### src/rtl/spi_awaiba_pkg.sv
// Shared frame layout and FSM encoding for the camera-control SPI link.
// This package is used by spi_awaiba, spi_awaiba_resp and their benches.
package spi_awaiba_pkg;

  localparam int FRM_W    = 16;
  localparam int W_BIT    = 15;
  localparam int ADDR_MSB = 14;
  localparam int ADDR_LSB = 8;
  localparam int DATA_MSB = 7;
  localparam int DATA_LSB = 0;

  // Counts sclk rises within a frame. It stops counting at 16.
  localparam int                CNT_W        = 5;
  localparam logic [CNT_W-1:0]  CNT_FULL     = 5'd16;
  localparam logic [CNT_W-1:0]  CNT_HDR      = 5'd8;
  localparam logic [CNT_W-1:0]  CNT_HDR_LAST = 5'd7;

  typedef enum logic {
    IDLE  = 1'b0,
    SHIFT = 1'b1
  } spi_state_e;

  function automatic logic addr_mapped(input logic [31:0] addr, input logic [31:0] depth);
    addr_mapped = (addr < depth);
  endfunction

endpackage

### src/rtl/spi_sync_edge.sv
// Multi-flop synchroniser for one asynchronous pin.
// It outputs the synchronised level plus single-cycle rise and fall strobes.
module spi_sync_edge #(
  parameter int   SYNC_STAGES = 2,
  parameter logic RST_VAL     = 1'b0
) (
  input  logic clk,
  input  logic rst,
  input  logic din,
  output logic lvl,
  output logic rise,
  output logic fall
);

  logic [SYNC_STAGES-1:0] sync_r;
  logic                   prev_r;

  // Synchroniser chain plus one extra flop for edge detection.
  always_ff @(posedge clk) begin
    if (rst) begin
      sync_r <= {SYNC_STAGES{RST_VAL}};
      prev_r <= RST_VAL;
    end else begin
      sync_r <= {sync_r[SYNC_STAGES-2:0], din};
      prev_r <= sync_r[SYNC_STAGES-1];
    end
  end

  // Edge strobes derived from the synchronised level.
  always_comb begin
    lvl  = sync_r[SYNC_STAGES-1];
    rise = sync_r[SYNC_STAGES-1] & ~prev_r;
    fall = ~sync_r[SYNC_STAGES-1] & prev_r;
  end

endmodule

### src/rtl/spi_awaiba_resp.sv
// SPI responder (sensor model) for the camera-control link. It receives 16-bit frames
// into two register banks and answers read frames on miso. All logic runs on clk only.
module spi_awaiba_resp
  import spi_awaiba_pkg::*;
#(
  parameter int ADDR_W      = 7,
  parameter int DATA_W      = 8,
  parameter int REG_DEPTH   = 32,
  parameter int SYNC_STAGES = 2
) (
  input  logic              clk,
  input  logic              rst,
  input  logic              sclk,
  input  logic              mosi,
  input  logic              cs_n,
  input  logic              abn_cdp,
  output logic              miso,
  output logic              o_wr_vld,
  output logic              o_wr_bank,
  output logic [ADDR_W-1:0] o_wr_addr,
  output logic [DATA_W-1:0] o_wr_data,
  output logic              o_frm_err,
  input  logic              i_rd_bank,
  input  logic [ADDR_W-1:0] i_rd_addr,
  output logic [DATA_W-1:0] o_rd_data
);

  localparam int          IDX_W   = $clog2(REG_DEPTH);
  localparam logic [31:0] DEPTH_L = 32'(REG_DEPTH);

  logic sclk_rise_s, sclk_fall_s, sclk_lvl_unused_s;
  logic mosi_lvl_s, mosi_rise_unused_s, mosi_fall_unused_s;
  logic cs_lvl_s, cs_rise_s, cs_fall_s;
  logic abn_lvl_s, abn_rise_unused_s, abn_fall_unused_s;

  spi_state_e             state_r, state_s;
  logic [FRM_W-1:0]       shift_r, shift_nxt_s;
  logic [CNT_W-1:0]       bit_cnt_r;
  logic                   bank_r, ovr_r;
  logic [DATA_W-1:0]      tx_r, spi_rd_s;
  logic [ADDR_W-1:0]      hdr_addr_s, frm_addr_s;
  logic                   hdr_wr_s, hdr_map_s, frm_wr_s, frm_map_s, reg_we_s;
  logic                   start_s, shift_s, fall_s, ovr_s, close_s, commit_s, abort_s;
  logic [DATA_W-1:0]      regs_r [2][REG_DEPTH];

  spi_sync_edge #(.SYNC_STAGES(SYNC_STAGES), .RST_VAL(1'b0)) u_sync_sclk (
    .clk(clk), .rst(rst), .din(sclk),
    .lvl(sclk_lvl_unused_s), .rise(sclk_rise_s), .fall(sclk_fall_s)
  );
  spi_sync_edge #(.SYNC_STAGES(SYNC_STAGES), .RST_VAL(1'b0)) u_sync_mosi (
    .clk(clk), .rst(rst), .din(mosi),
    .lvl(mosi_lvl_s), .rise(mosi_rise_unused_s), .fall(mosi_fall_unused_s)
  );
  // cs_n resets high, so a pin that is already idle does not produce a false edge.
  spi_sync_edge #(.SYNC_STAGES(SYNC_STAGES), .RST_VAL(1'b1)) u_sync_cs (
    .clk(clk), .rst(rst), .din(cs_n),
    .lvl(cs_lvl_s), .rise(cs_rise_s), .fall(cs_fall_s)
  );
  spi_sync_edge #(.SYNC_STAGES(SYNC_STAGES), .RST_VAL(1'b0)) u_sync_abn (
    .clk(clk), .rst(rst), .din(abn_cdp),
    .lvl(abn_lvl_s), .rise(abn_rise_unused_s), .fall(abn_fall_unused_s)
  );

  // Frame FSM state register.
  always_ff @(posedge clk) begin
    if (rst) begin
      state_r <= IDLE;
    end else begin
      state_r <= state_s;
    end
  end

  // Next-state logic and per-cycle frame event decode.
  always_comb begin
    state_s  = state_r;
    start_s  = 1'b0;
    shift_s  = 1'b0;
    fall_s   = 1'b0;
    ovr_s    = 1'b0;
    close_s  = 1'b0;
    commit_s = 1'b0;
    abort_s  = 1'b0;
    case (state_r)
      IDLE: begin
        if (cs_fall_s) begin
          state_s = SHIFT;
          start_s = 1'b1;
        end else begin
          state_s = IDLE;
        end
      end
      SHIFT: begin
        if (cs_rise_s) begin
          state_s = IDLE;
          close_s = 1'b1;
          // An overrun frame was already flagged on its 17th rise, so it ends silently.
          if (ovr_r) begin
            commit_s = 1'b0;
          end else if (bit_cnt_r == CNT_FULL) begin
            commit_s = 1'b1;
          end else begin
            abort_s = 1'b1;
          end
        end else if (cs_lvl_s) begin
          state_s = SHIFT;
        end else if (sclk_rise_s) begin
          if (bit_cnt_r == CNT_FULL) begin
            ovr_s = ~ovr_r;
          end else begin
            shift_s = 1'b1;
          end
        end else if (sclk_fall_s) begin
          fall_s = 1'b1;
        end else begin
          state_s = SHIFT;
        end
      end
      default: begin
        state_s = IDLE;
      end
    endcase
  end

  // Header/frame field extraction and the bank lookup for the SPI read path.
  always_comb begin
    shift_nxt_s = {shift_r[FRM_W-2:0], mosi_lvl_s};
    hdr_wr_s    = shift_nxt_s[W_BIT-ADDR_LSB];
    hdr_addr_s  = shift_nxt_s[ADDR_MSB-ADDR_LSB:0];
    hdr_map_s   = addr_mapped(32'(hdr_addr_s), DEPTH_L);
    frm_wr_s    = shift_r[W_BIT];
    frm_addr_s  = shift_r[ADDR_MSB:ADDR_LSB];
    frm_map_s   = addr_mapped(32'(frm_addr_s), DEPTH_L);
    reg_we_s    = commit_s & frm_wr_s & frm_map_s;
    if (hdr_map_s) begin
      spi_rd_s = regs_r[bank_r][hdr_addr_s[IDX_W-1:0]];
    end else begin
      spi_rd_s = {DATA_W{1'b0}};
    end
  end

  // Shift/transmit datapath and the registered result pulses.
  always_ff @(posedge clk) begin
    if (rst) begin
      shift_r   <= {FRM_W{1'b0}};
      bit_cnt_r <= {CNT_W{1'b0}};
      bank_r    <= 1'b0;
      ovr_r     <= 1'b0;
      tx_r      <= {DATA_W{1'b0}};
      miso      <= 1'b0;
      o_wr_vld  <= 1'b0;
      o_wr_bank <= 1'b0;
      o_wr_addr <= {ADDR_W{1'b0}};
      o_wr_data <= {DATA_W{1'b0}};
      o_frm_err <= 1'b0;
    end else begin
      o_wr_vld  <= 1'b0;
      o_frm_err <= 1'b0;
      if (start_s) begin
        bank_r    <= abn_lvl_s;
        shift_r   <= {FRM_W{1'b0}};
        bit_cnt_r <= {CNT_W{1'b0}};
        ovr_r     <= 1'b0;
        tx_r      <= {DATA_W{1'b0}};
        miso      <= 1'b0;
      end
      if (shift_s) begin
        shift_r   <= shift_nxt_s;
        bit_cnt_r <= bit_cnt_r + 5'd1;
        // The header is complete on the 8th rise. Only read frames load reply data.
        if (bit_cnt_r == CNT_HDR_LAST) begin
          tx_r <= hdr_wr_s ? {DATA_W{1'b0}} : spi_rd_s;
        end
      end
      if (fall_s) begin
        if ((bit_cnt_r >= CNT_HDR) && (bit_cnt_r < CNT_FULL)) begin
          miso <= tx_r[DATA_W-1];
          tx_r <= {tx_r[DATA_W-2:0], 1'b0};
        end else begin
          miso <= 1'b0;
        end
      end
      if (ovr_s) begin
        ovr_r     <= 1'b1;
        o_frm_err <= 1'b1;
      end
      if (close_s) begin
        miso <= 1'b0;
        tx_r <= {DATA_W{1'b0}};
      end
      if (abort_s) begin
        o_frm_err <= 1'b1;
      end
      // An unmapped write still reports its commit, but it does not store the data.
      if (commit_s && frm_wr_s) begin
        o_wr_vld  <= 1'b1;
        o_wr_bank <= bank_r;
        o_wr_addr <= frm_addr_s;
        o_wr_data <= shift_r[DATA_MSB:DATA_LSB];
      end
    end
  end

  // Register banks A/B. They are written only by a committed, mapped write frame.
  always_ff @(posedge clk) begin
    if (rst) begin
      for (int b = 0; b < 2; b++) begin
        for (int i = 0; i < REG_DEPTH; i++) begin
          regs_r[b][i] <= {DATA_W{1'b0}};
        end
      end
    end else if (reg_we_s) begin
      regs_r[bank_r][frm_addr_s[IDX_W-1:0]] <= shift_r[DATA_MSB:DATA_LSB];
    end
  end

  // Local read port, one cycle of latency. A same-cycle commit returns the old value.
  always_ff @(posedge clk) begin
    if (rst) begin
      o_rd_data <= {DATA_W{1'b0}};
    end else if (addr_mapped(32'(i_rd_addr), DEPTH_L)) begin
      o_rd_data <= regs_r[i_rd_bank][i_rd_addr[IDX_W-1:0]];
    end else begin
      o_rd_data <= {DATA_W{1'b0}};
    end
  end

endmodule

### config.mk
export PLATFORM = sky130hd
export DESIGN_NAME = spi_awaiba_resp
export DESIGN_NICKNAME = d
export VERILOG_FILES = /design/src/rtl/spi_awaiba_pkg.sv /design/src/rtl/spi_sync_edge.sv /design/src/rtl/spi_awaiba_resp.sv
export SDC_FILE = /design/constraint.sdc
export NUM_CORES = 1
export LEC_CHECK = 0
export ABC_CLOCK_PERIOD_IN_PS = 2500
export CAP_MARGIN = 10
export CORE_MARGIN = 3
export CORE_UTILIZATION = 63
export DETAILED_ROUTE_END_ITERATION = 10
export PLACE_DENSITY = 0.85
export SETUP_SLACK_MARGIN = 0.02
export SYNTH_ARGS = -nofsm -noshare
export SYNTH_HDL_FRONTEND = slang
export SYNTH_HIERARCHICAL = 1
export SYNTH_SLANG_ARGS = --single-unit
### constraint.sdc
create_clock -name clk -period 2.5 [get_ports clk]
set_input_delay 0.25 -clock clk [delete_from_list [all_inputs] [get_ports clk]]
set_output_delay 0.25 -clock clk [all_outputs]
set_load 0.1 [all_outputs]
==> flow_metrics.env, run 1 <==
export IMPL_ios=41
export IMPL_cts_clk_slew_worst_paths_ns=0.07
export IMPL_min_period_ns=2.44
export IMPL_clk_path_buf_depth=3
export IMPL_power_leakage_nw=11.6
export IMPL_hold_class="in2reg"
export IMPL_clk_latency_ns=0.63
export IMPL_syn_mean_instance_area_sq_um=15.6
export IMPL_slew_headroom=0.398
export IMPL_cts_tree="done"
export IMPL_synth_fp_nets=1853
export IMPL_htreeDepth=2
export IMPL_vias_per_cell=7.52
export IMPL_finalSetupViolCount=0
export IMPL_first_pass_iters=7
export IMPL_drcViolationCount=0
export IMPL_crit_path_start_kind="flop"
export IMPL_grt_max_degree=77
export IMPL_grtUsageTotal=0.374
export IMPL_cpPeakStageDelay_ns=0.84
export IMPL_place_ws_ns=0.0114
export IMPL_grt_pass1_wl_mm=130
export IMPL_num_rows=77
export IMPL_coreArea_sq_um=44600
export IMPL_hp_start="mosi"
export IMPL_rsz0062_at_grt="false"
export IMPL_postLayoutCellArea_sq_um=32700
export IMPL_cts_buffers_inserted=57
export IMPL_cp_top_family="compound AO/OA/AOI/OAI gates"
export IMPL_r2r_setup_slack_ns=0.06
export IMPL_min_path_cells=2
export IMPL_ys_warn_count=6
export IMPL_hold_viol_final=0
export IMPL_drt_iter0_markers=3571
export IMPL_gp_congestion=0.982
export IMPL_vdd_drop_max_uv=567
export IMPL_crit_arrival_ns=2.99
export IMPL_wirelength_mm=87.7
export IMPL_reg2reg_from="shift_r[2]"
export IMPL_crit_buf_inv=0
export IMPL_detail_route_antenna_nets=0
export IMPL_fin_util=0.734
export IMPL_finalSetupTns_ns=0
export IMPL_synthesis_area_sq_um=28700
export IMPL_fp_dieArea_sq_um=48100
export IMPL_reg2regPathDepth=5
export IMPL_clock_sinks=582
export IMPL_finalNonFillerCells=2608
export IMPL_place_inst=2500
export IMPL_cts_root_buf="clkbuf_16"
export IMPL_first_global_vias=19700
export IMPL_fin_crit_sh=0.975
export IMPL_synthCells=1837
export IMPL_max_freq_ghz=0.410
export IMPL_fin_ws_ns=0.0614
export IMPL_area_growth_pct=14.2
export IMPL_clock_skew_ns=0.0233
export IMPL_max_slew_worst_pin_slew_ns=0.901
export IMPL_antenna_found_initial=1
export IMPL_drv_slew=0
export IMPL_hpwl_mm=58.7
export IMPL_io_buffers=40
export IMPL_cp_max_fo=27
export IMPL_cp_required_ns=3.05
export IMPL_wl_per_cell_um=33.6
export IMPL_num_vias=19600
export IMPL_worst_setup_path_type="reg2reg"
export IMPL_cp_cell_sequence="nand3b_1 > o22ai_1 > a211oi_1 > a32oi_1 > o21ai_0"
export IMPL_min_to="u_sync_mosi/sync_r[0]"
export IMPL_die_w_um=219
export IMPL_cts_setup_buffers=0
export IMPL_status="complete, no violations"
export IMPL_dieHeight_um=219
export IMPL_cp_end_kind="flop"
export IMPL_nets=1984
export IMPL_p_per_area_nw_per_um2=661
export IMPL_final_layout_size_suffix_gt1_frac=0.311
export IMPL_cap_viol_max_count=0
export IMPL_grt_overflow=0
export IMPL_slowest_stage="dfxtp_2"
export IMPL_r2r_end="tx_r[5]"
export IMPL_dpl_instance_area_sq_um=30800
export IMPL_start_util=0.643
## sequential cells by signal (all words and copies together), names as in the netlist, 2 cells and up, named ones only
register / count
regs_r: 512
shift_r: 16
o_rd_data: 8
o_wr_data: 8
tx_r: 8
o_wr_addr: 7
bit_cnt_r: 5
u_sync_abn/sync_r: 2
u_sync_cs/sync_r: 2
u_sync_mosi/sync_r: 2
u_sync_sclk/sync_r: 2
## layout by cell type, fill, tap and decap left out, types with 9 or more instances in the layout
cell	n
buf_12	25
a21o_1	25
o21ai_0	11
nand2_1	68
a211oi_1	10
mux4_2	259
nand3_1	33
o221ai_1	9
nor2_1	77
edfxtp_1	512
mux2i_1	60
buf_4	195
clkdlybuf4s50_1	9
clkbuf_16	59
a22oi_1	21
clkbuf_1	11
nand4_1	9
nor2b_1	18
and2_1	203
dfxtp_1	66
and3_1	24
or2_2	35
a21oi_1	49
o22ai_1	17
mux4_1	12
nor3_1	70
## through the flow
step                      total power [mW]  hold WS, ns
final                                 21.6        0.182
after CTS                             21.5        0.170
after floorplan                       12.1        0.322
after global routing                  22.0        0.195
after detailed placement              12.8        0.431
after global placement                12.7        0.408
## layout make-up
type | instances | area (sq um)
fillers | 2537 | 11900
flip-flops and latches | 582 | 16800
clock inverters | 33 | 387
multi-input cells | 1089 | 11200
repair buffers | 232 | 2090
well taps | 592 | 741
diodes | 1 | 2.50
clock buffers | 73 | 1560
inverters | 6 | 22.5
## where the power goes
| part | switching (mW) | internal, mW | leakage, nW |
|---|---|---|---|
| Clock | 3.79 | 5.23 | 0.929 |
| Sequential | 0.205 | 10.8 | 5.85 |
| Combinational | 0.867 | 0.721 | 4.86 |
## routing by layer
metal	global-route usage	share of wire	vias up
met4	0.204	0.066	4
met2	0.565	0.46	2000
li1	-	-	7579
met1	0.488	0.33	9664
met3	0.118	0.15	372
met5	0.00729	0.00071	-
## worst max path at each step
stage                   startpoint             end  slack [ns]  cells past startpoint
2_1_floorplan  u_sync_cs/sync_r[1]  regs_r[1][120]        0.21                      5
3_3_place_gp          bit_cnt_r[1]  regs_r[1][242]        0.13                      9
3_5_place_dp   u_sync_cs/sync_r[1]   regs_r[1][50]        0.01                      8
4_1_cts        u_sync_cs/sync_r[1]   regs_r[1][43]        0.06                      8
5_1_grt               bit_cnt_r[1]  regs_r[0][231]        0.03                      9
6_report                shift_r[2]         tx_r[5]        0.06                      5
## worst register-to-register path, stage by stage, from the launching register on
cell      delay, ns
dfxtp_2        0.84
nand3b_1       0.53
o22ai_1        0.22
a211oi_1       0.50
a32oi_1        0.18
o21ai_0        0.10
## repair_timing
action | in CTS | in global routing
hold buffers | 1 | 0
endpoints found under the setup margin | 24 | 86
pin swaps | 0 | 0
endpoints found under the hold margin | 1 | 0
gates resized for setup | 1 | 5
(Power assumes the default switching activity.)
==> run 2, diff against run 1 <==
CORE_ASPECT_RATIO = 1.1   (was default)
==> flow_metrics.env, run 2 (synthesis gave the netlist of run 1 again) <==
export IMPL_status="complete, no violations"
export IMPL_place_ws_ns=0.110
export IMPL_crit_buf_inv=3
export IMPL_ios=41
export IMPL_fin_util=0.732
export IMPL_drv_slew=0
export IMPL_cts_tree="done"
export IMPL_cts_clk_slew_worst_paths_ns=0.06
export IMPL_io_buffers=40
export IMPL_min_period_ns=2.47
export IMPL_worst_setup_path_type="reg2reg"
export IMPL_cts_buffers_inserted=55
export IMPL_vias_per_cell=7.62
export IMPL_max_freq_ghz=0.405
export IMPL_p_int_mw=16.3
export IMPL_crit_path_start_kind="flop"
export IMPL_antenna_found_initial=3
export IMPL_cpPeakStageDelay_ns=0.36
export IMPL_max_slew_worst_pin_slew_ns=0.705
export IMPL_seq_power_share=0.521
export IMPL_use_met2=0.575
export IMPL_finalSetupViolCount=0
export IMPL_cts_hold_buffers=0
export IMPL_netSwitchingPower_mw=4.89
export IMPL_area_growth_pct=14.1
export IMPL_cp_top_family="simple AND/OR/NAND/NOR gates"
export IMPL_power_leakage_nw=11.7
export IMPL_num_vias=19900
export IMPL_finalPower_mw=21.2
export IMPL_cp_required_ns=2.84
export IMPL_final_cell_mix="edfxtp_1 (512), mux4_2 (259), buf_4 (212)"
export IMPL_first_pass_iters=7
export IMPL_vdd_drop_max_uv=522
export IMPL_die_w_um=209
export IMPL_clk_path_buf_depth=3
export IMPL_fp_dieArea_sq_um=48100
export IMPL_grt_max_degree=46
export IMPL_slew_headroom=0.529
export IMPL_fin_ws_ns=0.0296
export IMPL_grt_busiest_layer="met2"
export IMPL_combinationalPowerShare=0.075
export IMPL_swShare=0.231
export IMPL_p_per_area_nw_per_um2=647
export IMPL_hpwl_mm=58.4
export IMPL_num_rows=81
export IMPL_crit_arrival_ns=2.81
export IMPL_gp_congestion=1.00
export IMPL_place_inst=2504
export IMPL_grt_overflow=0
export IMPL_detail_route_antenna_nets=0
export IMPL_largest_register_ffs=512
export IMPL_seq_area_sq_um=16800
export IMPL_grt_pass1_wl_mm=132
export IMPL_top_regs="regs_r: 512 flops, shift_r: 16 flops"
export IMPL_wirelength_mm=89.7
export IMPL_start_util=0.642
export IMPL_grtUsageMet1=0.477
export IMPL_hold_viol_final=0
export IMPL_finalNonFillerCells=2612
export IMPL_cts_root_buf="clkbuf_16"
export IMPL_final_common_cell="edfxtp_1"
export IMPL_clk_latency_ns=0.64
export IMPL_nets=1997
export IMPL_htreeDepth=2
export IMPL_grtUsageTotal=0.375
export IMPL_fin_crit_sh=0.988
export IMPL_multi_input_area_sq_um=11200
export IMPL_cp_common_cell="buf_4"
export IMPL_hold_class="in2reg"
export IMPL_wl_per_cell_um=34.3
export IMPL_cp_max_fo=8
export IMPL_clock_skew_ns=0.0260
export IMPL_drt_iter0_markers=3552
export IMPL_power_frac_clock=0.404
export IMPL_slowest_stage="dfxtp_1"
export IMPL_cp_cell_sequence="inv_1 > ha_1 > nand4bb_1 > nor2_1 > and2_1 > and3_1 > buf_4 > a21o_1 > buf_4"
export IMPL_first_global_vias=19900
export IMPL_coreArea_sq_um=44700
export IMPL_dieHeight_um=230
export IMPL_rsz0062_at_grt="true"
export IMPL_top_register="regs_r"
export IMPL_clock_sinks=582
export IMPL_final_layout_size_suffix_gt1_frac=0.316
export IMPL_nFillCells=2494
export IMPL_cp_end_kind="flop"
export IMPL_grtUsageMet3=0.119
export IMPL_cap_viol_max_count=0
export IMPL_drcViolationCount=0
## run 2: timing repair
item / CTS / global route
buffers inserted: 0 / 1
setup endpoints to repair: 0 / 24
hold endpoints to repair: 0 / 0
resized for setup: 0 / 6
## run 2: worst reg2reg max path, cell delays in order (launching register included)
cell and delay, ns:
dfxtp_1 0.36, inv_1 0.09, ha_1 0.14, nand4bb_1 0.23, nor2_1 0.30, and2_1 0.20, and3_1 0.33, buf_4 0.20
a21o_1 0.16, buf_4 0.20
## run 2: final timing paths
kind                            start                   to  slack (ns)  cells after the start
hold reg to reg   u_sync_cs/sync_r[0]  u_sync_cs/sync_r[1]        0.42                      1
hold / removal                    rst           shift_r[6]        0.07                      3
setup / recovery         bit_cnt_r[0]       regs_r[1][247]        0.03                      9
setup reg to reg         bit_cnt_r[0]       regs_r[1][247]        0.03                      9
## run 2: final cells by class
type / count / area share
diodes: 3 / 0.000230
clock buffers: 69 / 0.0453
clock inverters: 35 / 0.00983
inverters: 6 / 0.000689
multi-input cells: 1089 / 0.341
flip-flops and latches: 582 / 0.513
well taps: 581 / 0.0222
repair buffers: 247 / 0.0670
## run 2: layer usage
layer | vias to the layer above | wire length, um
li1 | 7606 | -
met1 | 9778 | 28100
met2 | 2058 | 41000
met3 | 464 | 13800
met4 | 0 | 6790
met5 | - | 0
## run 2: metrics by stage
| stage | area [sq um] | hold WS, ns | TNS (ns) |
|---|---|---|---|
| global route | 32700 | 0.0668 | -0.156 |
| finish | 32700 | 0.0721 | 0 |
| global placement | 30900 | 0.406 | 0 |
| detailed placement | 30900 | 0.407 | 0 |
| CTS | 32700 | 0.0376 | 0 |
| floorplan | 28700 | 0.322 | 0 |
## run 2: power groups by stage
stage               Combinational [mW]  Clock, mW  Sequential [mW]
floorplan                        0.956          0             11.2
global placement                  1.51          0             11.2
detailed placement                1.53          0             11.2
CTS                               1.55       8.53             11.0
global route                      1.63       8.88             11.0
finish                            1.60       8.55             11.0
